### src/rtl/adc_stream_pkg.sv
// Shared constants, FSM states and helpers for the ADC frame streamer.
package adc_stream_pkg;

    localparam int unsigned BYTE_W = 8;
    localparam logic [BYTE_W-1:0] DEFAULT_HEADER = 8'hA5;

    typedef enum logic [2:0] {
        S_IDLE = 3'd0,
        S_HDR  = 3'd1,
        S_LOAD = 3'd2,
        S_SEND = 3'd3,
        S_WAIT = 3'd4
    } state_e;

    // Bytes needed to carry one sample of the given bit width.
    function automatic int unsigned bytes_per_sample(input int unsigned width);
        return (width + BYTE_W - 1) / BYTE_W;
    endfunction

endpackage

### src/rtl/frame_bank_ram.sv
// Ping-pong frame storage: one write port, one registered read port (BRAM style).
module frame_bank_ram #(
    parameter int unsigned WIDTH  = 8,
    parameter int unsigned ADDR_W = 4
) (
    input  logic              clk,
    input  logic              wr_en,
    input  logic [ADDR_W-1:0] wr_addr,
    input  logic [WIDTH-1:0]  wr_data,
    input  logic              rd_en,
    input  logic [ADDR_W-1:0] rd_addr,
    output logic [WIDTH-1:0]  rd_data
);

    localparam int unsigned WORDS = 1 << ADDR_W;

    logic [WIDTH-1:0] mem [WORDS];
    logic [WIDTH-1:0] rd_data_q;

    // No reset on storage or read register so the array maps onto block RAM.
    always_ff @(posedge clk) begin
        if (wr_en) begin
            mem[wr_addr] <= wr_data;
        end
        if (rd_en) begin
            rd_data_q <= mem[rd_addr];
        end
    end

    assign rd_data = rd_data_q;

endmodule

### src/rtl/adc_frame_streamer.sv
// Buffers ADC samples into two frame banks and streams full frames as bytes
// (optional header, then each sample MSB byte first) into an SPI master.
module adc_frame_streamer
    import adc_stream_pkg::*;
#(
    parameter int unsigned WIDTH     = 8,
    parameter int unsigned DEPTH     = 8,
    parameter bit          HEADER_EN = 1'b1,
    parameter logic [7:0]  HEADER    = DEFAULT_HEADER
) (
    input  logic             i_Clk,
    input  logic             i_Rst_L,
    input  logic             i_Enable,
    input  logic [WIDTH-1:0] i_Sample,
    input  logic             i_Sample_DV,
    output logic [7:0]       o_TX_Byte,
    output logic             o_TX_DV,
    input  logic             i_TX_Ready,
    output logic             o_Busy,
    output logic             o_Frame_Done,
    output logic             o_Overflow,
    output logic [7:0]       o_Drop_Count
);

    localparam int unsigned BPS    = bytes_per_sample(WIDTH);
    localparam int unsigned PTR_W  = $clog2(DEPTH);
    localparam int unsigned ADDR_W = PTR_W + 1;
    localparam int unsigned WORD_W = BPS * BYTE_W;
    localparam int unsigned BIDX_W = $clog2(BPS + 1);

    state_e             state_q, state_d;
    logic               wr_bank_q, wr_bank_d;
    logic               rd_bank_q, rd_bank_d;
    logic [PTR_W-1:0]   wr_ptr_q, wr_ptr_d;
    logic [PTR_W-1:0]   rd_ptr_q, rd_ptr_d;
    logic [1:0]         full_q, full_d;
    logic [BIDX_W-1:0]  byte_idx_q, byte_idx_d;
    logic               hdr_sent_q, hdr_sent_d;
    logic               busy_q, busy_d;
    logic               frame_done_q, frame_done_d;
    logic               overflow_q, overflow_d;
    logic [7:0]         drop_cnt_q, drop_cnt_d;

    logic               wr_en_c;
    logic               rd_en_c;
    logic               tx_dv_c;
    logic [7:0]         tx_byte_c;
    logic [WIDTH-1:0]   rd_data;
    logic [WORD_W-1:0]  word_c;

    frame_bank_ram #(
        .WIDTH  (WIDTH),
        .ADDR_W (ADDR_W)
    ) u_ram (
        .clk     (i_Clk),
        .wr_en   (wr_en_c),
        .wr_addr ({wr_bank_q, wr_ptr_q}),
        .wr_data (i_Sample),
        .rd_en   (rd_en_c),
        .rd_addr ({rd_bank_q, rd_ptr_q}),
        .rd_data (rd_data)
    );

    assign word_c = WORD_W'(rd_data);

    // Read FSM plus write-side bookkeeping.
    always_comb begin
        state_d      = state_q;
        wr_bank_d    = wr_bank_q;
        rd_bank_d    = rd_bank_q;
        wr_ptr_d     = wr_ptr_q;
        rd_ptr_d     = rd_ptr_q;
        full_d       = full_q;
        byte_idx_d   = byte_idx_q;
        hdr_sent_d   = hdr_sent_q;
        frame_done_d = 1'b0;
        overflow_d   = overflow_q;
        drop_cnt_d   = drop_cnt_q;
        wr_en_c      = 1'b0;
        rd_en_c      = 1'b0;
        tx_dv_c      = 1'b0;
        tx_byte_c    = 8'h00;

        case (state_q)
            S_IDLE: begin
                if (full_q[rd_bank_q]) begin
                    state_d = HEADER_EN ? S_HDR : S_LOAD;
                end
            end
            S_HDR: begin
                tx_byte_c = HEADER;
                if (i_TX_Ready) begin
                    tx_dv_c    = 1'b1;
                    hdr_sent_d = 1'b1;
                    state_d    = S_WAIT;
                end
            end
            S_LOAD: begin
                rd_en_c    = 1'b1;
                byte_idx_d = BIDX_W'(BPS - 1);
                state_d    = S_SEND;
            end
            S_SEND: begin
                tx_byte_c = BYTE_W'(word_c >> {byte_idx_q, 3'b000});
                if (i_TX_Ready) begin
                    tx_dv_c = 1'b1;
                    state_d = S_WAIT;
                end
            end
            S_WAIT: begin
                // Dead cycle lets the SPI master drop ready before the next byte.
                if (hdr_sent_q) begin
                    hdr_sent_d = 1'b0;
                    state_d    = S_LOAD;
                end else if (byte_idx_q != '0) begin
                    byte_idx_d = byte_idx_q - BIDX_W'(1);
                    state_d    = S_SEND;
                end else if (rd_ptr_q != PTR_W'(DEPTH - 1)) begin
                    rd_ptr_d = rd_ptr_q + PTR_W'(1);
                    state_d  = S_LOAD;
                end else begin
                    frame_done_d      = 1'b1;
                    full_d[rd_bank_q] = 1'b0;
                    rd_bank_d         = ~rd_bank_q;
                    rd_ptr_d          = '0;
                    state_d           = S_IDLE;
                end
            end
            default: state_d = S_IDLE;
        endcase

        // Write side uses the registered full flag, so a bank freed this cycle still drops.
        if (!i_Enable) begin
            wr_ptr_d = '0;
        end else if (i_Sample_DV) begin
            if (full_q[wr_bank_q]) begin
                overflow_d = 1'b1;
                if (drop_cnt_q != 8'hFF) begin
                    drop_cnt_d = drop_cnt_q + 8'd1;
                end
            end else begin
                wr_en_c = 1'b1;
                if (wr_ptr_q == PTR_W'(DEPTH - 1)) begin
                    full_d[wr_bank_q] = 1'b1;
                    wr_bank_d         = ~wr_bank_q;
                    wr_ptr_d          = '0;
                end else begin
                    wr_ptr_d = wr_ptr_q + PTR_W'(1);
                end
            end
        end

        busy_d = (state_d != S_IDLE);
    end

    always_ff @(posedge i_Clk or negedge i_Rst_L) begin
        if (!i_Rst_L) begin
            state_q      <= S_IDLE;
            wr_bank_q    <= 1'b0;
            rd_bank_q    <= 1'b0;
            wr_ptr_q     <= '0;
            rd_ptr_q     <= '0;
            full_q       <= 2'b00;
            byte_idx_q   <= '0;
            hdr_sent_q   <= 1'b0;
            busy_q       <= 1'b0;
            frame_done_q <= 1'b0;
            overflow_q   <= 1'b0;
            drop_cnt_q   <= 8'h00;
        end else begin
            state_q      <= state_d;
            wr_bank_q    <= wr_bank_d;
            rd_bank_q    <= rd_bank_d;
            wr_ptr_q     <= wr_ptr_d;
            rd_ptr_q     <= rd_ptr_d;
            full_q       <= full_d;
            byte_idx_q   <= byte_idx_d;
            hdr_sent_q   <= hdr_sent_d;
            busy_q       <= busy_d;
            frame_done_q <= frame_done_d;
            overflow_q   <= overflow_d;
            drop_cnt_q   <= drop_cnt_d;
        end
    end

    // Byte/valid follow the FSM state and ready directly to meet the handshake timing.
    assign o_TX_DV      = tx_dv_c;
    assign o_TX_Byte    = tx_byte_c;
    assign o_Busy       = busy_q;
    assign o_Frame_Done = frame_done_q;
    assign o_Overflow   = overflow_q;
    assign o_Drop_Count = drop_cnt_q;

endmodule

### config.mk
export PLATFORM = sky130hd
export DESIGN_NAME = adc_frame_streamer
export DESIGN_NICKNAME = d
export VERILOG_FILES = /design/src/rtl/adc_stream_pkg.sv /design/src/rtl/frame_bank_ram.sv /design/src/rtl/adc_frame_streamer.sv
export SDC_FILE = /design/constraint.sdc
export NUM_CORES = 1
export LEC_CHECK = 0
export CORE_MARGIN = 5
export CORE_UTILIZATION = 50
export CTS_BUF_LIST = sky130_fd_sc_hd__clkbuf_4 sky130_fd_sc_hd__clkbuf_8
export DETAILED_ROUTE_END_ITERATION = 8
export GPL_TIMING_DRIVEN = 0
export PLACE_DENSITY = 0.71
export SLEW_MARGIN = 10
export SYNTH_ARGS = -nofsm -noshare
export SYNTH_HDL_FRONTEND = slang
export SYNTH_SLANG_ARGS = --single-unit
### constraint.sdc
create_clock -name i_Clk -period 2.4 [get_ports i_Clk]
set_clock_uncertainty 0.1 [all_clocks]
set_input_delay 0.36 -clock i_Clk [delete_from_list [all_inputs] [get_ports i_Clk]]
set_output_delay 0.36 -clock i_Clk [all_outputs]
set_load 0.03 [all_outputs]
# [After elaboration in Yosys (flattened, before gate mapping)]
# Memories as Yosys holds them, arrays and structs flattened. A register that Yosys moved wholly into a read port is not among the register bits.
# Index checks and enable logic that the tools add are counted.
[word_totals] reg_bits=26 wordCells=102 mem_bits_rw=128 out_inout_bits=20 n_memories=1 in_bits=13
[classes] muxes=45 shift=1 n_addsub=4 n_eq_ne=11 bitwise=9 n_reduce_logical=15 order_cmp=4
[mem_list] name="u_ram.mem" words=16 width=8 read_ports=1 rd_clocked_by_memory_dff=1 wr=1 line="frame_bank_ram.sv:17" source="logic [WIDTH-1:0] mem [WORDS];"
[ops] op="2-to-1 mux 2 bit" n=11
[ops] op="2-to-1 mux 1 bit" n=21
[ops] op="2-to-1 mux 3 bit" n=7
[ops] op="case mux 8 bit (2 select lines)" n=1
[ops] op="case mux 3 bit (4 select lines)" n=1
[ops] op="AND reduction 4 bit" n=3
[ops] op="adder 8 x 1 -> 8 bit, second input constant" n=1
[ops] op="inequality test 8 bit, second input constant" n=1
[ops] op="right shift 8 x 4 -> 8 bit" n=1
[ops] op="adder 3 x 1 -> 3 bit, second input constant" n=2
[ops] op="== test 3 x 2 -> 1 bit, second input constant" n=2
[ops] op="== test 3 bit, second input constant" n=2
[ops] op="inequality test 2 bit, second input constant" n=3
[ops] op="NOT 1 bit" n=6
[ops] op="AND reduction 2 bit" n=3
[ops] op="AND reduction 3 bit" n=2
[ops] op="< comparator 1 x 2 -> 1 bit, second input constant" n=2
[ops] op="case mux 1 bit (2 select lines)" n=2
[ops] op="nonzero test 2 bit" n=2
[ops] op="== test 3 x 1 -> 1 bit, second input constant" n=1
[ops] op="zero test 3 bit" n=1
[ops] op="inequality test 3 bit, second input constant" n=1
[ops] op="nonzero test 3 bit" n=1
[ops] op="bitwise AND 2 bit" n=1
[ops] op="other kinds (8)" n=11

# [Depth between registers and ports, before layout]
# Gate-level depths: netlist (run 1).
[logic_depth] word_depth=15 ltp_mapped=7 ltp_nobuf=5

# [Hierarchy]
# From an unflattened synthesis (run 1), not the netlist that was laid out.
[hier_totals] hier_cells=343 area_unflattened_um2=6477.5
[by_module_without_submodules] module="frame_bank_ram" area_each_um2=5227.5 n_inst=1 cells_each=229 seq_area_each_um2=4083.9
[by_module_without_submodules] module="adc_frame_streamer" area_each_um2=1249.9 n_inst=1 cells_each=114 seq_area_each_um2=625.6

# [Least setup slack after synthesis (run 1)]
# Ideal clock, no wire load.
[synth_path] path_kind="reg-to-reg" startpoint="register wr_bank_q" endpoint="memory u_ram.mem[0][0] (enable)" synth_period_minus_slack_ps=2279 path_slack_ps=121 n_path_buf=1 arrival_time_ps=1795 path_stages_with_launch=6 path_cell_list="dfrtp_1 -> mux2i_2 -> and3_1 -> clkbuf_1 -> nand2_1 -> nor3_1"
[synth_between] elab_chain_len=7
[synth_rtl] element="start: declaration" line="adc_frame_streamer.sv:32" source="logic wr_bank_q, wr_bank_d;"
[synth_rtl] element="start signal: assignment" line="adc_frame_streamer.sv:172" source="wr_bank_q <= wr_bank_d;"
[synth_rtl] element="2-to-1 mux 1 bit (implied by the code) (2 in series)" line="adc_frame_streamer.sv:136" source="if (full_q[wr_bank_q]) begin"
[synth_rtl] element="2-to-1 mux 1 bit" line="adc_frame_streamer.sv:136"
[synth_rtl] element="2-to-1 mux 1 bit" line="adc_frame_streamer.sv:135" source="end else if (i_Sample_DV) begin"
[synth_rtl] element="2-to-1 mux 1 bit" line="adc_frame_streamer.sv:133" source="if (!i_Enable) begin"
[synth_rtl] element="2-to-1 mux 1 bit" line="frame_bank_ram.sv:22" source="if (wr_en) begin"
[synth_rtl] element="2-to-1 mux 1 bit (implied by the code)" line="frame_bank_ram.sv:23" source="mem[wr_addr] <= wr_data;"
[synth_rtl] element="end: declaration" line="frame_bank_ram.sv:17"
# Parallel ways exist; a longest one is shown, timed or not. The select of a mux whose other input is x is not followed.

# [Worst setup path after layout (run 1)]
[layout_path] startpoint="register wr_bank_q" endpoint="memory u_ram.mem[15][7] (enable)"
# Same word-level chain as after synthesis.

==> impl_metrics.tcl, run 1 <==
set metrics [dict create \
    cts_tree "built" \
    core_area_um2 13100 \
    powerDensity_nw_per_um2 860 \
    dr.pass1.iters 5 \
    peakVddDrop_mv 0.702 \
    clk_latency_ns 0.46 \
    wl_per_cell_um 21.5 \
    ff2ff_path_depth 3 \
    synth_nets 385 \
    cp_slowest_stage_delay_ns 0.63 \
    synth_top_area_cell "edfxtp_1" \
    hold-worst-slack_ns 0.332 \
    ios 33 \
    portBuffers 32 \
    drive_gt1_share_pct 22.9 \
    place_congestion 0.788 \
    floorplan.initialDensity_pct 50.5 \
    synthTopCellsByArea "edfxtp_1, dfrtp_1, mux4_2" \
    insertedDiodeCount 0 \
    dp_hpwl_um 8630 \
    syn_area_per_cell_um2 18.1 \
    hold_viol 0 \
    synth_edf_count 136 \
    regToRegSetupSlack_ns -0.03 \
    drt_iter0_markers 280 \
    cts.sink_count 161 \
    fin_crit_ns 2.43 \
    cap_violations 0 \
    drc 0 \
    status "complete, but fails checks" \
    worst_slew_pin_slew_ns 0.806 \
    ys_ff_latch 161 \
    syn_area_um2 6600 \
    h-tree-depth 4 \
    fmax_mhz 412 \
    clkTransAtPathRegs_ns 0.08 \
    grt_overflow 0 \
    rsz0062_at_grt "true" \
    grt_use_total_pct 17.5 \
    crit_path_max_fanout 10 \
    vias 3449 \
    fin_ws_ns -0.0260 \
    cts_inserted_buffers 17 \
    vias_per_cell 5.64 \
    hold_class "in2async" \
    critPathRequiredTime_ns 2.39 \
    synth-xor-area-share_pct 1.19 \
    synth-simple-area-share_pct 7.12 \
    critical-path-slowest-cell "clkbuf_1" \
    path_buf_inv 1 \
    grt_pass1_vias 3591 \
    regToRegStartpoint "wr_bank_q" \
    ys.flop_type "edfxtp_1" \
    critPathLaunchType "flop" \
    cp_cell_sequence "clkbuf_1 > nand2_1 > nor2_2" \
    synthMuxAreaShare_pct 11.7 \
    die-area_um2 15600 \
    grt_pass1_wl_um 20100 \
    seq_area_frac_synth_pct 71.3 \
    p_leak_nw 2.64 \
    n_fill_cell 955 \
    postSynthCellCount 364 \
    yosysWarnings 0 \
    syn_to_final_growth_pct 18.5 \
    crit_path_end_kind "flop" \
    yosys.area.top_type_share_pct 61.8 \
    grt_max_degree 26 \
    worstPathArrival_ns 2.42 \
    synthAdderAreaFrac_pct 1.52 \
    drt-total-wl_um 13100 \
    slew_viol_final 0 \
    synth_top_family_by_area "multiplexers" \
    violations "setup timing" \
    clockRootBuffer "clkbuf_8" \
    die-width_um 125 \
    cp_top_family "simple AND/OR/NAND/NOR gates" \
    clk_path_buf_depth 2 \
    synth_compound_area_share_pct 4.24 \
    antenna_found_initial 0 \
    final_nets 444 \
    die_h_um 125 \
    path_class "reg2reg" \
    pre_cts_ws_ns -0.662 \
    async_reset_ff_share_pct 15.5 \
    postRouteAntennaNets 0 \
    relSlewSlack_pct 46.1 \
    num_rows 42 \
    power_mw 6.73 \
    r2r_end "u_ram.mem[15][7]" \
    setup_viol_count_final 10 \
    period_share_pct 101 \
    synth.distinct_cells 46 \
    fin_setup_tns_ns -0.105 \
]
==> area by class of cell <==
class / instances / area, um^2 / area share, %
clock buffers: 19 / 249 / 3.18
well taps: 176 / 220 / 2.81
inverters: 9 / 33.8 / 0.432
clock inverters: 13 / 160 / 2.05
flip-flops and latches: 161 / 4710 / 60.2
repair buffers: 41 / 463 / 5.92
plain buffers: 14 / 155 / 1.98
multi-input cells: 179 / 1830 / 23.4
==> cell usage in the layout, fill, tap and decap left out, drive strengths merged, types with 3 or more instances in the layout <==
cell           Yosys  routed
edfxtp           136     136
clkbuf             9      30
mux4              26      26
dfrtp             25      25
clkdlybuf4s50      0      22
nor2              19      19
nand2             16      16
buf                6      15
inv                9      11
mux2               9       9
nor2b              9       9
a211oi             9       9
ha                 8       8
o22ai              7       7
xnor2              7       7
clkinv             0       7
and3               6       6
a21oi              6       6
nor3b              6       6
a221o              6       6
dlygate4sd2        0       6
nand3              5       5
nand2b             5       5
and2               4       4
nor3               4       4
mux2i              4       4
a21boi             3       3
o21ai              3       3
bufinv             0       3
==> power breakdown <==
part	internal [mW]	switching [mW]	total, mW	leakage, nW
logic	0.692	0.718	1.41	0.897
clock network	1.05	0.979	2.03	0.206
registers	3.15	0.137	3.29	1.54
==> timing repair <==
item | CTS | global route
pin swaps | 2 | 5
endpoints found under the hold margin | 0 | 25
gates resized for setup | 32 | 12
setup buffers | 2 | 6
gates cloned | 0 | 0
hold buffers | 0 | 1
endpoints found under the setup margin | 137 | 105
==> flip-flops by register name, summed over array words and instances, names as in the netlist, 2 cells and up <==
name / cells
u_ram.mem: 128
o_Drop_Count: 8
u_ram.rd_data: 8
rd_ptr_q: 3
state_q: 3
wr_ptr_q: 3
full_q: 2
==> synth_stat cells (2+ instances only) <==
cell type	instances
mux4_2	15
buf_6	3
a21oi_1	6
and2_1	4
xnor2_1	7
nand3_1	5
mux4_1	11
mux2_2	9
mux2i_1	3
a32o_1	2
inv_1	9
nor2_1	19
dfrtp_1	25
a211oi_1	8
nand2b_1	4
nor3_1	4
clkbuf_8	5
nor3b_1	6
nand2_1	16
xor2_1	2
nand4_1	2
nor2b_1	9
or3_1	2
and3_1	6
o21ai_0	3
a21boi_0	3
and4_1	2
edfxtp_1	136
o22ai_1	7
ha_1	8
clkbuf_1	3
a221o_1	6
==> per-layer routing <==
layer | routed length, um | global-route usage, % | up-vias
met5 | 0 | 0 | -
met4 | 157 | 6.06 | 0
met3 | 836 | 6.09 | 12
met2 | 6840 | 29.3 | 90
met1 | 5310 | 21.4 | 1788
li1 | - | - | 1559
==> worst max path at each step <==
stage / startpoint / end / cells after the start
floorplan: wr_bank_q / u_ram.mem[0][0] / 5
global placement: i_Sample_DV / u_ram.mem[1][6] / 5
detailed placement: i_Sample_DV / u_ram.mem[2][6] / 5
CTS: wr_bank_q / u_ram.mem[3][2] / 5
global route: wr_bank_q / u_ram.mem[7][2] / 5
finish: wr_bank_q / u_ram.mem[15][7] / 3
==> per-stage QoR <==
step,cell area (um^2),utilization (%),std cells
final,7830,59.8,612
after global routing,7830,59.8,612
after CTS,7690,58.8,605
after detailed placement,7160,54.7,572
after global placement,7140,54.6,572
after floorplan,6600,-,364
==> kinds of logic after synthesis <==
| logic type | Yosys count |
|---|---|
| compound gates | 38 |
| simple gates | 85 |
| buf+inv | 24 |
| xor+xnor | 9 |
| fa+ha+maj | 8 |
| flops | 161 |
| mux | 39 |
Note: power is estimated with default switching activity, not from simulation.
==> inputs of run 2 (changes only) <==
--- a/config.mk
+++ b/config.mk
@@ -15,3 +15,4 @@
 export SYNTH_ARGS = -nofsm -noshare
 export SYNTH_HDL_FRONTEND = slang
 export SYNTH_SLANG_ARGS = --single-unit
+export TNS_END_PERCENT = 1
==> run 2 against run 1 <==
The run now ends clean. Sequential power barely moved. Utilization is 0.46 points lower. Register-to-register slack gained 0.06 ns. Cell area down 0.77%. Combinational power hardly changed. Fmax up 2.7%. Hold slack got worse by 0.0017 ns. Critical endpoint is now u_ram.mem[2][3]. Largest power group unchanged. Highest routed layer unchanged.
==> impl_metrics.tcl, run 2 (synthesis gave the netlist of run 1 again) <==
set metrics [dict create \
    clkTransAtPathRegs_ns 0.08 \
    syn_to_final_growth_pct 17.6 \
    final_common_cell "edfxtp_1" \
    p_int_mw 4.90 \
    rsz0062_at_grt "true" \
    slew_viol_final 0 \
    peakVddDrop_mv 0.697 \
    final_nets 440 \
    cts_inserted_buffers 17 \
    fin_crit_ns 2.36 \
    floorplan.initialDensity_pct 50.5 \
    regArea_um2 4710 \
    path_buf_inv 2 \
    pwr-share-clk_pct 30.2 \
    dp_hpwl_um 8630 \
    drt-total-wl_um 13100 \
    die_h_um 125 \
    p_leak_nw 2.61 \
    fin_setup_tns_ns 0 \
    dr.pass1.iters 5 \
    hold_class "in2async" \
    placed_cell_area_um2 7160 \
    n_fill_cell 952 \
    period_share_pct 98.4 \
    layout_common_cells "edfxtp_1, dfrtp_1, clkbuf_8, clkdlybuf4s50_1, nand2_1" \
    status "finished, final reports clean" \
    drt_iter0_markers 283 \
    grt_use_total_pct 17.4 \
    relSlewSlack_pct 45.8 \
    drc 0 \
    grt_overflow 0 \
    cap_violations 0 \
    insertedDiodeCount 0 \
    p_comb_share_pct 20.9 \
    powerDensity_nw_per_um2 866 \
    fmax_mhz 423 \
    grt_max_degree 26 \
    grt_pass1_wl_um 19900 \
    worstPathArrival_ns 2.43 \
    clk_latency_ns 0.46 \
    die-area_um2 15600 \
    multi_input_area_um2 1850 \
    place_congestion 0.788 \
    path_class "reg2reg" \
    cts_tree "built" \
    cp_top_family "simple AND/OR/NAND/NOR gates" \
    setup_viol_count_final 0 \
    grt_pass1_vias 3571 \
    cp_cell_sequence "mux2i_4 > and3_1 > clkbuf_1 > nand2_1 > nor3_4 > buf_12" \
    vias_per_cell 5.74 \
    regMostFlops "u_ram.mem" \
    clk_path_buf_depth 2 \
    drive_gt1_share_pct 22.2 \
    core_area_um2 13100 \
    portBuffers 32 \
    clockRootBuffer "clkbuf_8" \
    critPathRequiredTime_ns 2.47 \
    hold-worst-slack_ns 0.330 \
    vias 3490 \
    num_rows 42 \
    power.share.switching_pct 27.2 \
    ios 33 \
    cp_slowest_stage_delay_ns 0.41 \
    cts.sink_count 161 \
    critPathLaunchType "flop" \
    postRouteAntennaNets 0 \
    fin_area_um2 7760 \
    hold_viol 0 \
    antenna_found_initial 0 \
    critical-path-slowest-cell "dfrtp_1" \
    die-width_um 125 \
    pre_cts_ws_ns -0.662 \
    fin_ws_ns 0.0386 \
    crit_path_end_kind "flop" \
    worst_slew_pin_slew_ns 0.812 \
    wl_per_cell_um 21.5 \
    h-tree-depth 4 \
    crit_path_max_fanout 8 \
    power.switching_mw 1.83 \
    largest_register_ffs 128 \
    power_mw 6.73 \
    seqPwrFrac_pct 48.9 \
]
[run 2: cell count changes in the layout (fill, tap and decap cells not counted), sizes merged]
cell	previous run	this run
buf	15	11
[run 2: layer usage]
metal,vias to the layer above,GRT usage [%],part of all wire [%]
met2,120,28.9,52
li1,1552,-,-
met4,0,6.06,1.6
met3,13,6.26,5.7
met1,1805,21.2,41
met5,-,0,0
[run 2: power groups by stage]
stage / combinational, mW / clock (mW) / sequential (mW)
3_5_place_dp: 1.46 / 0 / 3.34
2_1_floorplan: 0.917 / 0 / 3.41
4_1_cts: 1.43 / 2.07 / 3.29
6_report: 1.41 / 2.03 / 3.29
3_3_place_gp: 1.43 / 0 / 3.34
5_1_grt: 1.53 / 2.19 / 3.31
[run 2: path summary, 6_finish.rpt]
path                             from               to  slack, ns  cells past startpoint
max                         wr_bank_q  u_ram.mem[2][3]       0.04                      6
min                           i_Rst_L  o_Drop_Count[7]       0.33                      2
max reg2reg                 wr_bank_q  u_ram.mem[2][3]       0.04                      6
min reg2reg                o_Overflow       o_Overflow       0.39                      1
max in group asynchronous     i_Rst_L       state_q[0]       1.46                      2
min in group i_Clk         o_Overflow       o_Overflow       0.39                      1
[run 2: what timing repair did]
item                       4_1_cts  5_1_grt
buffers inserted                 0        4
hold buffers                     0        1
setup endpoints to repair      137      136
hold endpoints to repair         0       25
gates resized for setup         19       29
pin swaps                        0        8
[run 2: through the flow]
stage	util, %	cells
final	59.3	608
after global routing	59.3	608
after CTS	58.0	603
after detailed placement	54.7	572
after global placement	54.6	572
after floorplan	-	364
[run 2: layout make-up]
class / count / share of cell area (%)
Buffer: 14 / 2.00
Clock buffer: 19 / 3.21
Clock inverter: 13 / 2.06
Inverter: 9 / 0.435
Multi-Input combinational cell: 179 / 23.9
Sequential cell: 161 / 60.7
Tap cell: 176 / 2.84
Timing Repair Buffer: 37 / 4.93
==> inputs of run 3 (changes only) <==
--- a/config.mk
+++ b/config.mk
@@ -5,12 +5,12 @@
 export SDC_FILE = /design/constraint.sdc
 export NUM_CORES = 1
 export LEC_CHECK = 0
+export CORE_ASPECT_RATIO = 1.25
 export CORE_MARGIN = 5
-export CORE_UTILIZATION = 50
+export CORE_UTILIZATION = 25
 export CTS_BUF_LIST = sky130_fd_sc_hd__clkbuf_4 sky130_fd_sc_hd__clkbuf_8
 export DETAILED_ROUTE_END_ITERATION = 8
 export GPL_TIMING_DRIVEN = 0
-export PLACE_DENSITY = 0.71
 export SLEW_MARGIN = 10
 export SYNTH_ARGS = -nofsm -noshare
 export SYNTH_HDL_FRONTEND = slang
==> run 3 against run 2 <==
Global-route usage down 8.1 points. Final cell count up 27%. First-iteration DRC count down 23%. Combinational power up 3%. Critical endpoint is now u_ram.mem[8][5]. Highest routed layer unchanged.
==> impl_metrics.tcl, run 3 (synthesis gave the netlist of run 1 again) <==
set metrics [dict create \
    status "finished, final reports clean" \
    grt_pass1_wl_um 20600 \
    largest_register_ffs 128 \
    drt-total-wl_um 13200 \
    pre_cts_ws_ns -0.381 \
    critPathLaunchType "flop" \
    fmax_mhz 417 \
    drt_iter0_markers 218 \
    die_h_um 192 \
    postRouteAntennaNets 0 \
    die-area_um2 29800 \
    final_nets 438 \
    hold-worst-slack_ns 0.330 \
    h-tree-depth 4 \
    power_mw 6.77 \
    antenna_found_initial 0 \
    fin_ws_ns 0.00369 \
    grt_pass1_vias 3595 \
    syn_to_final_growth_pct 19.2 \
    hold_class "in2async" \
    p_leak_nw 2.58 \
    multi_input_area_um2 1800 \
    period_share_pct 99.8 \
    num_rows 66 \
    fin_area_um2 7870 \
    grt_use_total_pct 9.22 \
    relSlewSlack_pct 49.4 \
    vias 3379 \
    wl_per_cell_um 17.2 \
    cts_inserted_buffers 17 \
    final_common_cell "edfxtp_1" \
    grt_overflow 0 \
    regMostFlops "u_ram.mem" \
    fin_crit_ns 2.40 \
    place_inst 736 \
    floorplan.initialDensity_pct 25.4 \
    powerDensity_nw_per_um2 859 \
    hold_viol 0 \
    cts.sink_count 161 \
    grt_max_degree 26 \
    core_area_um2 26000 \
    drc 0 \
    clkTransAtPathRegs_ns 0.09 \
    n_fill_cell 2527 \
    clockRootBuffer "clkbuf_8" \
    setup_viol_count_final 0 \
    worstPathArrival_ns 2.39 \
    cap_violations 0 \
    crit_path_max_fanout 8 \
    layout_common_cells "edfxtp_1, dfrtp_1, clkbuf_8, clkdlybuf4s50_1, nand2_1" \
    place_congestion 0.771 \
    vias_per_cell 4.39 \
    ios 33 \
    rsz0062_at_grt "true" \
    dp_hpwl_um 9040 \
    peakVddDrop_mv 0.324 \
    critPathRequiredTime_ns 2.40 \
    insertedDiodeCount 0 \
    crit_path_end_kind "flop" \
    drive_gt1_share_pct 21.6 \
    finalNonFillerCells 770 \
    clk_path_buf_depth 2 \
    regArea_um2 4710 \
    worst_slew_pin_slew_ns 0.760 \
    slew_viol_final 0 \
    dr.pass1.iters 4 \
    path_class "reg2reg" \
    die-width_um 155 \
    clk_latency_ns 0.45 \
    portBuffers 32 \
    cts_tree "built" \
    placed_cell_area_um2 7370 \
]
-- run 3: changes by cell type in the layout (fill, tap and decap cells not counted), sizes merged --
cell,delta
bufinv,-1
inv,+4
clkinvlp,+2
dlygate4sd2,+3
clkbuf,-3
clkinv,-4
buf,-3
-- run 3: metrics by stage --
stage / util [%] / setup TNS [ns]
after global placement: 28.3 / -42.68
after detailed placement: 28.3 / -37.04
after CTS: 30.1 / -3.74
after floorplan: - / 0
final: 30.3 / 0
after global routing: 30.3 / -8.60
-- run 3: repair_timing --
item,in CTS,in global routing
hold endpoints to repair,0,25
gates resized for setup,25,5
pin swaps,0,1
buffers inserted,0,1
hold buffers,0,1
endpoints found under the setup margin,137,124
-- run 3: layout make-up --
type / count / share of cell area, %
Multi-Input combinational cell: 179 / 22.8
Clock inverter: 14 / 2.18
Timing Repair Buffer: 34 / 4.24
Clock buffer: 18 / 3.07
Sequential cell: 161 / 59.8
Inverter: 9 / 0.429
Tap cell: 340 / 5.40
Buffer: 15 / 2.02
-- run 3: path summary, 6_finish.rpt --
kind | slack (ns) | from | cells past startpoint | endpoint
min in group i_Clk | 0.40 | o_Overflow | 1 | o_Overflow
setup / recovery | 0.004 | wr_bank_q | 5 | u_ram.mem[8][5]
setup reg to reg | 0.004 | wr_bank_q | 5 | u_ram.mem[8][5]
hold / removal | 0.33 | i_Rst_L | 2 | o_Drop_Count[7]
max in group asynchronous | 1.47 | i_Rst_L | 2 | state_q[0]
hold reg to reg | 0.40 | o_Overflow | 1 | o_Overflow
-- run 3: critical path: stages, from the launching register on --
cell      delay, ns
dfrtp_1        0.41
mux2i_4        0.34
and3_1         0.19
clkbuf_1       0.22
nand2_1        0.26
nor2_2         0.51
-- run 3: report_power, final --
part           internal [mW]  switching, mW  total [mW]
registers               3.15          0.128        3.28
logic                  0.697          0.750        1.45
clock network          0.972           1.07        2.04
-- run 3: per-layer routing --
layer,global-route usage [%],vias to the layer above,share of wire [%]
li1,-,1554,-
met1,10.9,1735,41
met2,16.0,70,52
met3,2.70,20,4.9
met4,3.37,0,1.8
met5,0,-,0
